<file path="src/rtl/piso_shift_ctrl.sv">
// piso_shift_ctrl: parallel-in / serial-out shift register with a load
// handshake, a bit counter and frame markers (last, done).
//
// Parameters
//   WIDTH     word width in bits (>= 2)
//   MSB_FIRST 1 = serial order MSB->LSB, 0 = LSB->MSB
// Ports
//   clk, rst_n     clock, asynchronous active-low reset
//   data_in        parallel word, taken when load_valid && load_ready
//   load_valid     upstream word valid
//   load_ready     block accepts a word this cycle (combinational)
//   shift_en       downstream consumes the current bit; 0 = stall
//   serial_out     current serial bit
//   serial_valid   serial_out is a frame bit consumed this cycle
//   last           current bit is the final bit of the word
//   busy           a word is in flight
//   done           one-cycle pulse after the final bit is consumed

// One register bit: load/shift select mux plus its flop.
module piso_bit_cell (
  input  logic clk,
  input  logic rst_n,
  input  logic ld_en,
  input  logic sh_en,
  input  logic clr,
  input  logic ld_bit,
  input  logic nb_bit,
  output logic q
);
  logic bit_d, bit_q;

  // load wins over everything; clr empties the register at end of frame
  always_comb begin
    bit_d = bit_q;
    if (ld_en)      bit_d = ld_bit;
    else if (clr)   bit_d = 1'b0;
    else if (sh_en) bit_d = nb_bit;
  end

  always_ff @(posedge clk or negedge rst_n) begin
    if (!rst_n) bit_q <= 1'b0;
    else        bit_q <= bit_d;
  end

  assign q = bit_q;
endmodule

module piso_shift_ctrl #(
  parameter int WIDTH     = 4,
  parameter bit MSB_FIRST = 1'b1
) (
  input  logic             clk,
  input  logic             rst_n,
  input  logic [WIDTH-1:0] data_in,
  input  logic             load_valid,
  output logic             load_ready,
  input  logic             shift_en,
  output logic             serial_out,
  output logic             serial_valid,
  output logic             last,
  output logic             busy,
  output logic             done
);
  localparam int CW = $clog2(WIDTH);

  typedef enum logic {IDLE = 1'b0, SHIFT = 1'b1} state_t;

  state_t         state_q, state_d;
  logic [CW-1:0]  cnt_q, cnt_d;
  logic           done_d, done_q;
  logic [WIDTH-1:0] sreg_q, nbr;
  logic           in_shift, at_last, load_fire, ld_en, sh_en, clr;

  assign in_shift  = (state_q == SHIFT);
  assign at_last   = in_shift && (cnt_q == CW'(WIDTH-1));
  // rst_n gate keeps ready low while reset is held even though state is IDLE
  assign load_ready = rst_n && (!in_shift || (at_last && shift_en));
  assign load_fire  = load_valid && load_ready;

  assign ld_en = load_fire;
  assign sh_en = in_shift && shift_en && !at_last;
  assign clr   = at_last && shift_en && !load_valid;

  // shifted neighbour per bit; the vacated end fills with 0
  genvar i;
  generate
    for (i = 0; i < WIDTH; i++) begin : g_bit
      if (MSB_FIRST) begin : g_msb
        if (i == 0) begin : g_end
          assign nbr[i] = 1'b0;
        end else begin : g_mid
          assign nbr[i] = sreg_q[i-1];
        end
      end else begin : g_lsb
        if (i == WIDTH-1) begin : g_end
          assign nbr[i] = 1'b0;
        end else begin : g_mid
          assign nbr[i] = sreg_q[i+1];
        end
      end

      piso_bit_cell u_cell (
        .clk    (clk),
        .rst_n  (rst_n),
        .ld_en  (ld_en),
        .sh_en  (sh_en),
        .clr    (clr),
        .ld_bit (data_in[i]),
        .nb_bit (nbr[i]),
        .q      (sreg_q[i])
      );
    end
  endgenerate

  always_comb begin
    state_d = state_q;
    cnt_d   = cnt_q;
    done_d  = 1'b0;
    case (state_q)
      IDLE: begin
        if (load_fire) begin
          state_d = SHIFT;
          cnt_d   = '0;
        end
      end
      SHIFT: begin
        if (shift_en) begin
          if (!at_last) begin
            cnt_d = cnt_q + CW'(1);
          end else begin
            done_d = 1'b1;
            cnt_d  = '0;
            // back-to-back: a waiting word is taken on the last-bit edge
            if (!load_valid) state_d = IDLE;
          end
        end
      end
      default: state_d = IDLE;
    endcase
  end

  always_ff @(posedge clk or negedge rst_n) begin
    if (!rst_n) begin
      state_q <= IDLE;
      cnt_q   <= '0;
      done_q  <= 1'b0;
    end else begin
      state_q <= state_d;
      cnt_q   <= cnt_d;
      done_q  <= done_d;
    end
  end

  assign busy         = in_shift;
  assign serial_out   = in_shift && (MSB_FIRST ? sreg_q[WIDTH-1] : sreg_q[0]);
  assign serial_valid = in_shift && shift_en;
  assign last         = at_last;
  assign done         = done_q;
endmodule
</file>
<file path="config.mk">
export PLATFORM = sky130hd
export DESIGN_NAME = piso_shift_ctrl
export DESIGN_NICKNAME = d
export VERILOG_FILES = /design/src/rtl/piso_shift_ctrl.sv
export SDC_FILE = /design/constraint.sdc
export NUM_CORES = 1
export LEC_CHECK = 0
export ABC_AREA = 1
export CORE_AREA = 2 2 39 41
export DETAILED_ROUTE_END_ITERATION = 12
export DIE_AREA = 0 0 41 43
export GPL_TIMING_DRIVEN = 0
export REMOVE_ABC_BUFFERS = 1
export SLEW_MARGIN = 20
export SYNTH_ARGS = -nofsm -noshare
export SYNTH_HDL_FRONTEND = slang
export SYNTH_SLANG_ARGS = --single-unit
</file>
<file path="constraint.sdc">
create_clock -name clk -period 1.7 [get_ports clk]
set_clock_uncertainty 0.1 [all_clocks]
set_input_delay 0.34 -clock clk [delete_from_list [all_inputs] [get_ports clk]]
set_output_delay 0.34 -clock clk [all_outputs]
set_load 0.05 [all_outputs]
</file>
# ---- After elaboration in Yosys (flattened, before gate mapping)
# Cells that the tools add are included.
dict set report classes {
  addsub 1
  n_eq_ne 3
  n_mux 24
  bitwise_logic 1
  reduce_logical 14
}
# op count
set ops {}
lappend ops {{$mux 1} 19}
lappend ops {{$logic_and 1x1->1} 8}
lappend ops {{$mux 2} 3}
lappend ops {{$pmux 2 s2} 1}
lappend ops {{$logic_not 1->1} 3}
lappend ops {{$reduce_bool 3->1} 1}
lappend ops {{$add 2x1->2 const B} 1}
lappend ops {{$eq 2x2->1 const B} 1}
lappend ops {{$ne 2x1->1 const B} 1}
lappend ops {{$ne 2x2->1 const B} 1}
lappend ops {{$pmux 1 s2} 1}
lappend ops {{$reduce_and 2->1} 1}
lappend ops {{$logic_or 1x1->1} 1}
lappend ops {{$not 1->1} 1}
dict set report word_totals {
  register_bits 8
  elab_cells 50
}

# ---- Longest topological paths before layout
dict set report logic_depth {
  word_depth 8
  mapped_depth 8
  mapped_depth_nobuf 8
}

# ---- Modules after synthesis
# From an unflattened synthesis, not the netlist that was laid out.
dict set report hier_totals {
  hier_cells 72
  hier_area_um2 489.2
}
# mod n_inst cells_per_inst area_each_um2 seq_area_each_um2
set modules_own_cells {}
lappend modules_own_cells {piso_shift_ctrl 1 32 249.0 100.1}
lappend modules_own_cells {piso_bit_cell 4 10 60.1 25.0}

# ---- Least setup slack after synthesis
# OpenSTA, ideal clock, no wires.
dict set report synth_timing {
  kind {reg-to-output}
  from {register state_q (netlist: busy)}
  to {output load_ready}
  arrival_time_ns 1.503
  path_slack_ns -0.243
  path_stages_with_launch 5
  path_buffers 1
  cell_sequence {dfrtp_1 buf_6 inv_2 a21oi_1 nor2_1}
}
dict set report synth_via {
  elab_chain_len 4
  word_cells_on_any_way 5
  classes_between {reduce/logical (5)}
}
# item line
set synth_rtl {}
lappend synth_rtl {{start, declared} 68} ;# state_t state_q, state_d;
lappend synth_rtl {{start signal, assigned} 148} ;# state_q <= state_d;
lappend synth_rtl {{$logic_and 1x1->1} 75} ;# assign at_last = in_shift && (cnt_q == CW'(WIDTH-1));
lappend synth_rtl {{$logic_and 1x1->1} 77} ;# assign load_ready = rst_n && (!in_shift || (at_last && shift_en));
lappend synth_rtl {{$logic_or 1x1->1 *} 77}
lappend synth_rtl {{$logic_and 1x1->1 *} 77}
lappend synth_rtl {{end, declared} 56} ;# output logic load_ready,
# Mark *: on every way between the ends. The rest lies on a longest branch, timed or not.

# ---- Final worst setup path
dict set report layout_timing {
  from {register cnt_q[1]}
  to {output load_ready}
}
dict set report layout_via {
  elab_chain_len 5
}
# item line
set layout_rtl {}
lappend layout_rtl {{start, declared} 69} ;# logic [CW-1:0] cnt_q, cnt_d;
lappend layout_rtl {{start signal, assigned} 149} ;# cnt_q <= cnt_d;
lappend layout_rtl {{$eq 2x2->1} 75}
lappend layout_rtl {{$logic_and 1x1->1} 75}
lappend layout_rtl {{$logic_and 1x1->1} 77}
lappend layout_rtl {{$logic_or 1x1->1} 77}
lappend layout_rtl {{$logic_and 1x1->1} 77}
# Every way passes these cells.

==> impl_summary.log <==
[metrics] status: finished, final reports clean
[metrics] number of nets still failing antenna checks after routing: 0
[metrics] final period utilization: 0.9683
[metrics] setup slack after placement: -910.1 ps
[metrics] maximum number of pins on one net before global-route repair: 10
[metrics] final-report setup violation count: 0
[metrics] syn avg cell area: roughly 7.5 µm²
[metrics] crit path DAT: 1210 ps
[metrics] commonest cells after routing, fill and taps aside: sky130_fd_sc_hd__nand2_1, sky130_fd_sc_hd__inv_1, sky130_fd_sc_hd__dfrtp_1
[metrics] register-to-register setup slack: about 350 ps
[metrics] required time at the endpoint of the critical path: approximately 1300 ps
[metrics] io pins: 14
[metrics] global-route wire length before repair: ~1600 µm
[metrics] clock insertion delay at the later pin of the skew report: between 200 and 300 ps
[metrics] starting DRC count in detailed routing: 6
[metrics] utilization after layout: 0.4602
[metrics] number of cell rows: 14
[metrics] CP cell instances: ha_4 > a21oi_2 > nor2_1 > buf_6
[metrics] top cell type's share of synthesized area: 0.4324
[metrics] post-place instance area: about 600 µm²
[metrics] largest stage delay on the critical path: 410 ps
[metrics] Clock Pin Slew Worst Setup and Hold Paths: 60 ps
[metrics] drt drc: 0
[metrics] worst ir drop on vdd: between 0.4 and 0.5 mV
[metrics] global-route congestion overflow total: 0
[metrics] Max stage delay cell, worst path: sky130_fd_sc_hd__dfrtp_1
[metrics] maximum fanout count along the critical path: 6
[metrics] dominant delay contributor by cell family on the critical path: flip-flops
[metrics] Startpoint Class: flop
[metrics] library cell occupying the most area in the post-synthesis netlist: sky130_fd_sc_hd__dfrtp_1
[metrics] overall routing resource usage: 0.1456
[metrics] number of antenna violations at the first check in global routing: 0
[metrics] layout net count: 89
[metrics] total wirelength of the detailed-routed design: 985 µm
[metrics] final antenna diode count: 0
[metrics] Worst setup EP type: primary output
[metrics] Worst Setup Slack, final: roughly 54 ps
[metrics] Gate Count Post-Synth: 62
[metrics] vias: around 430
[metrics] Crit path buffers/inverters: 1
[metrics] final worst hold slack: about 380 ps
[metrics] Synth Register Bits: 8
[metrics] number of buffers on the longest clock path: 2
[metrics] maximum clock frequency: about 610 MHz
[metrics] clock sink count: 8
[metrics] number of max-cap violations: 0
[metrics] normalized max-slew margin: 0.6802
[metrics] Buffers on Ports: 13
[metrics] ratio of cells with drive above 1 in the final layout: 0.2821
[metrics] share of synthesized area occupied by flip-flops and latches: 0.4324
[metrics] root buf cell: sky130_fd_sc_hd__clkbuf_4
[metrics] distinct cell type count of the synthesized netlist: 16
[metrics] TritonCTS Buffers: 3
[metrics] worst min-delay path category: flop to flop
[metrics] summed instance area of the synthesized netlist: about 460 µm²
[metrics] post-detailed-placement half-perimeter wirelength: 691.2 µm
[metrics] setup repair after global routing missed its margin: yes
[metrics] pin slew with the least headroom to its limit: ~480 ps
[metrics] die width: approximately 41 µm
[metrics] first drt pass iteration count: 2
[metrics] cell types with the largest area share after synthesis: sky130_fd_sc_hd__dfrtp_1, sky130_fd_sc_hd__nand2_1, sky130_fd_sc_hd__inv_1
[metrics] number of global-route vias before repair: between 300 and 400
[metrics] die boundary height: around 43 µm
[metrics] via density per instance: 4.553
[metrics] post-route standard cell area excluding fillers: ~640 µm²
[metrics] Worst Setup Path Type: flop to primary output
[metrics] H-tree lvl count: 1
[metrics] core area: approximately 1400 µm²
[metrics] number of warnings reported in the yosys synthesis log: 0
[metrics] layout overhead on the synthesized area: 37.57%
[metrics] Lkg Pwr: around 0.00035 µW
[metrics] clock tree from TritonCTS: built
[metrics] GPL Wtd Cong: 0.6641
[metrics] full die area: about 1800 µm²
[metrics] power density of the placed cells: 1749 nW/µm²
[metrics] number of endpoints with negative hold slack in the final report: 0
[metrics] Tot Pwr: between 1000 and 1500 µW
[metrics] commonest non-fill, non-tap cell in the layout: sky130_fd_sc_hd__nand2_1
[metrics] final period demand of the worst path: between 1500 and 2000 ps
[metrics] Final Max Slew Viols: 0
[metrics] effective utilization at floorplan: 0.3345
[metrics] average detailed-routed wire length per instance: roughly 10 µm
## where the power goes
part	leakage (µW)	switching, µW	total (µW)	internal [µW]
clock	0.0000138	68.1	149	81.0
sequential	0.0000994	85.9	360	274
combinational	0.000240	396	605	208
## cells in the mapped netlist
library cell / instances
sky130_fd_sc_hd__ha_1: 1
sky130_fd_sc_hd__o21ai_1: 2
sky130_fd_sc_hd__inv_1: 7
sky130_fd_sc_hd__nor2_1: 3
sky130_fd_sc_hd__nand4_1: 1
sky130_fd_sc_hd__clkinv_2: 1
sky130_fd_sc_hd__nand2_2: 2
sky130_fd_sc_hd__nand3_1: 4
sky130_fd_sc_hd__buf_6: 1
sky130_fd_sc_hd__a21oi_1: 2
sky130_fd_sc_hd__o21ai_2: 1
sky130_fd_sc_hd__nand3_4: 1
sky130_fd_sc_hd__dfrtp_1: 8
sky130_fd_sc_hd__nand2_1: 23
sky130_fd_sc_hd__inv_2: 4
sky130_fd_sc_hd__nand3_2: 1
## final timing paths
kind,from,cells past startpoint,to
worst max register to register,cnt_q[1],8,g_bit[2].u_cell.q
worst min-delay path,g_bit[0].u_cell.q,2,g_bit[0].u_cell.q
worst max-delay path,cnt_q[1],4,load_ready
min in group asynchronous,rst_n,2,done
max in group asynchronous,rst_n,2,busy
worst min register to register,g_bit[0].u_cell.q,2,g_bit[0].u_cell.q
## area by class of cell
cell class                 instances  area (µm²)
clock buffer                       3       22.52
timing repair buffer              14       125.1
sequential                         8       201.4
fill                             145       747.0
inverter                          12       46.29
multi-input combinational         41       221.5
tap                               16       20.02
## sequential cells by signal, indices dropped and copies added, names as in the netlist
register,cells
cnt_q,2
done,1
busy,1
g_bit.u_cell.q,4
## timing repair
action	in CTS	in global routing
buffers inserted	0	0
hold buffers	1	0
endpoints found under the hold margin	8	0
resized for setup	30	7
pin swaps	0	1
endpoints found under the setup margin	6	4
## worst min-delay path: cells and delay by family (launching register included)
kind,cells,cell delay (ps)
flip-flops,1,340
AND/OR/NAND/NOR,2,100
## per-stage QoR
step,std cells,TNS [ps]
2_1_floorplan,61,-196.9
3_3_place_gp,90,-2808
3_5_place_dp,90,-2756
4_1_cts,94,0
5_1_grt,94,0
6_report,94,0
## layer usage
layer | vias up | global-route usage | part of all wire
met5 | - | 0 | 0
met4 | 0 | 0.1000 | 0.019
met3 | 4 | 0.06283 | 0.069
met2 | 12 | 0.2188 | 0.49
met1 | 189 | 0.1546 | 0.42
li1 | 223 | - | -
## cells by family (layout without fill, tap and decap cells)
| logic type | count (synthesis) | after routing | share of synthesized area |
|---|---|---|---|
| simple gates | 35 | 35 | 0.3541 |
| buf+inv | 13 | 29 | 0.1243 |
| flops | 8 | 8 | 0.4324 |
| compound gates | 5 | 5 | 0.06217 |
| fa+ha+maj | 1 | 1 | 0.02702 |
No activity file was read; power rests on OpenSTA's default activity.
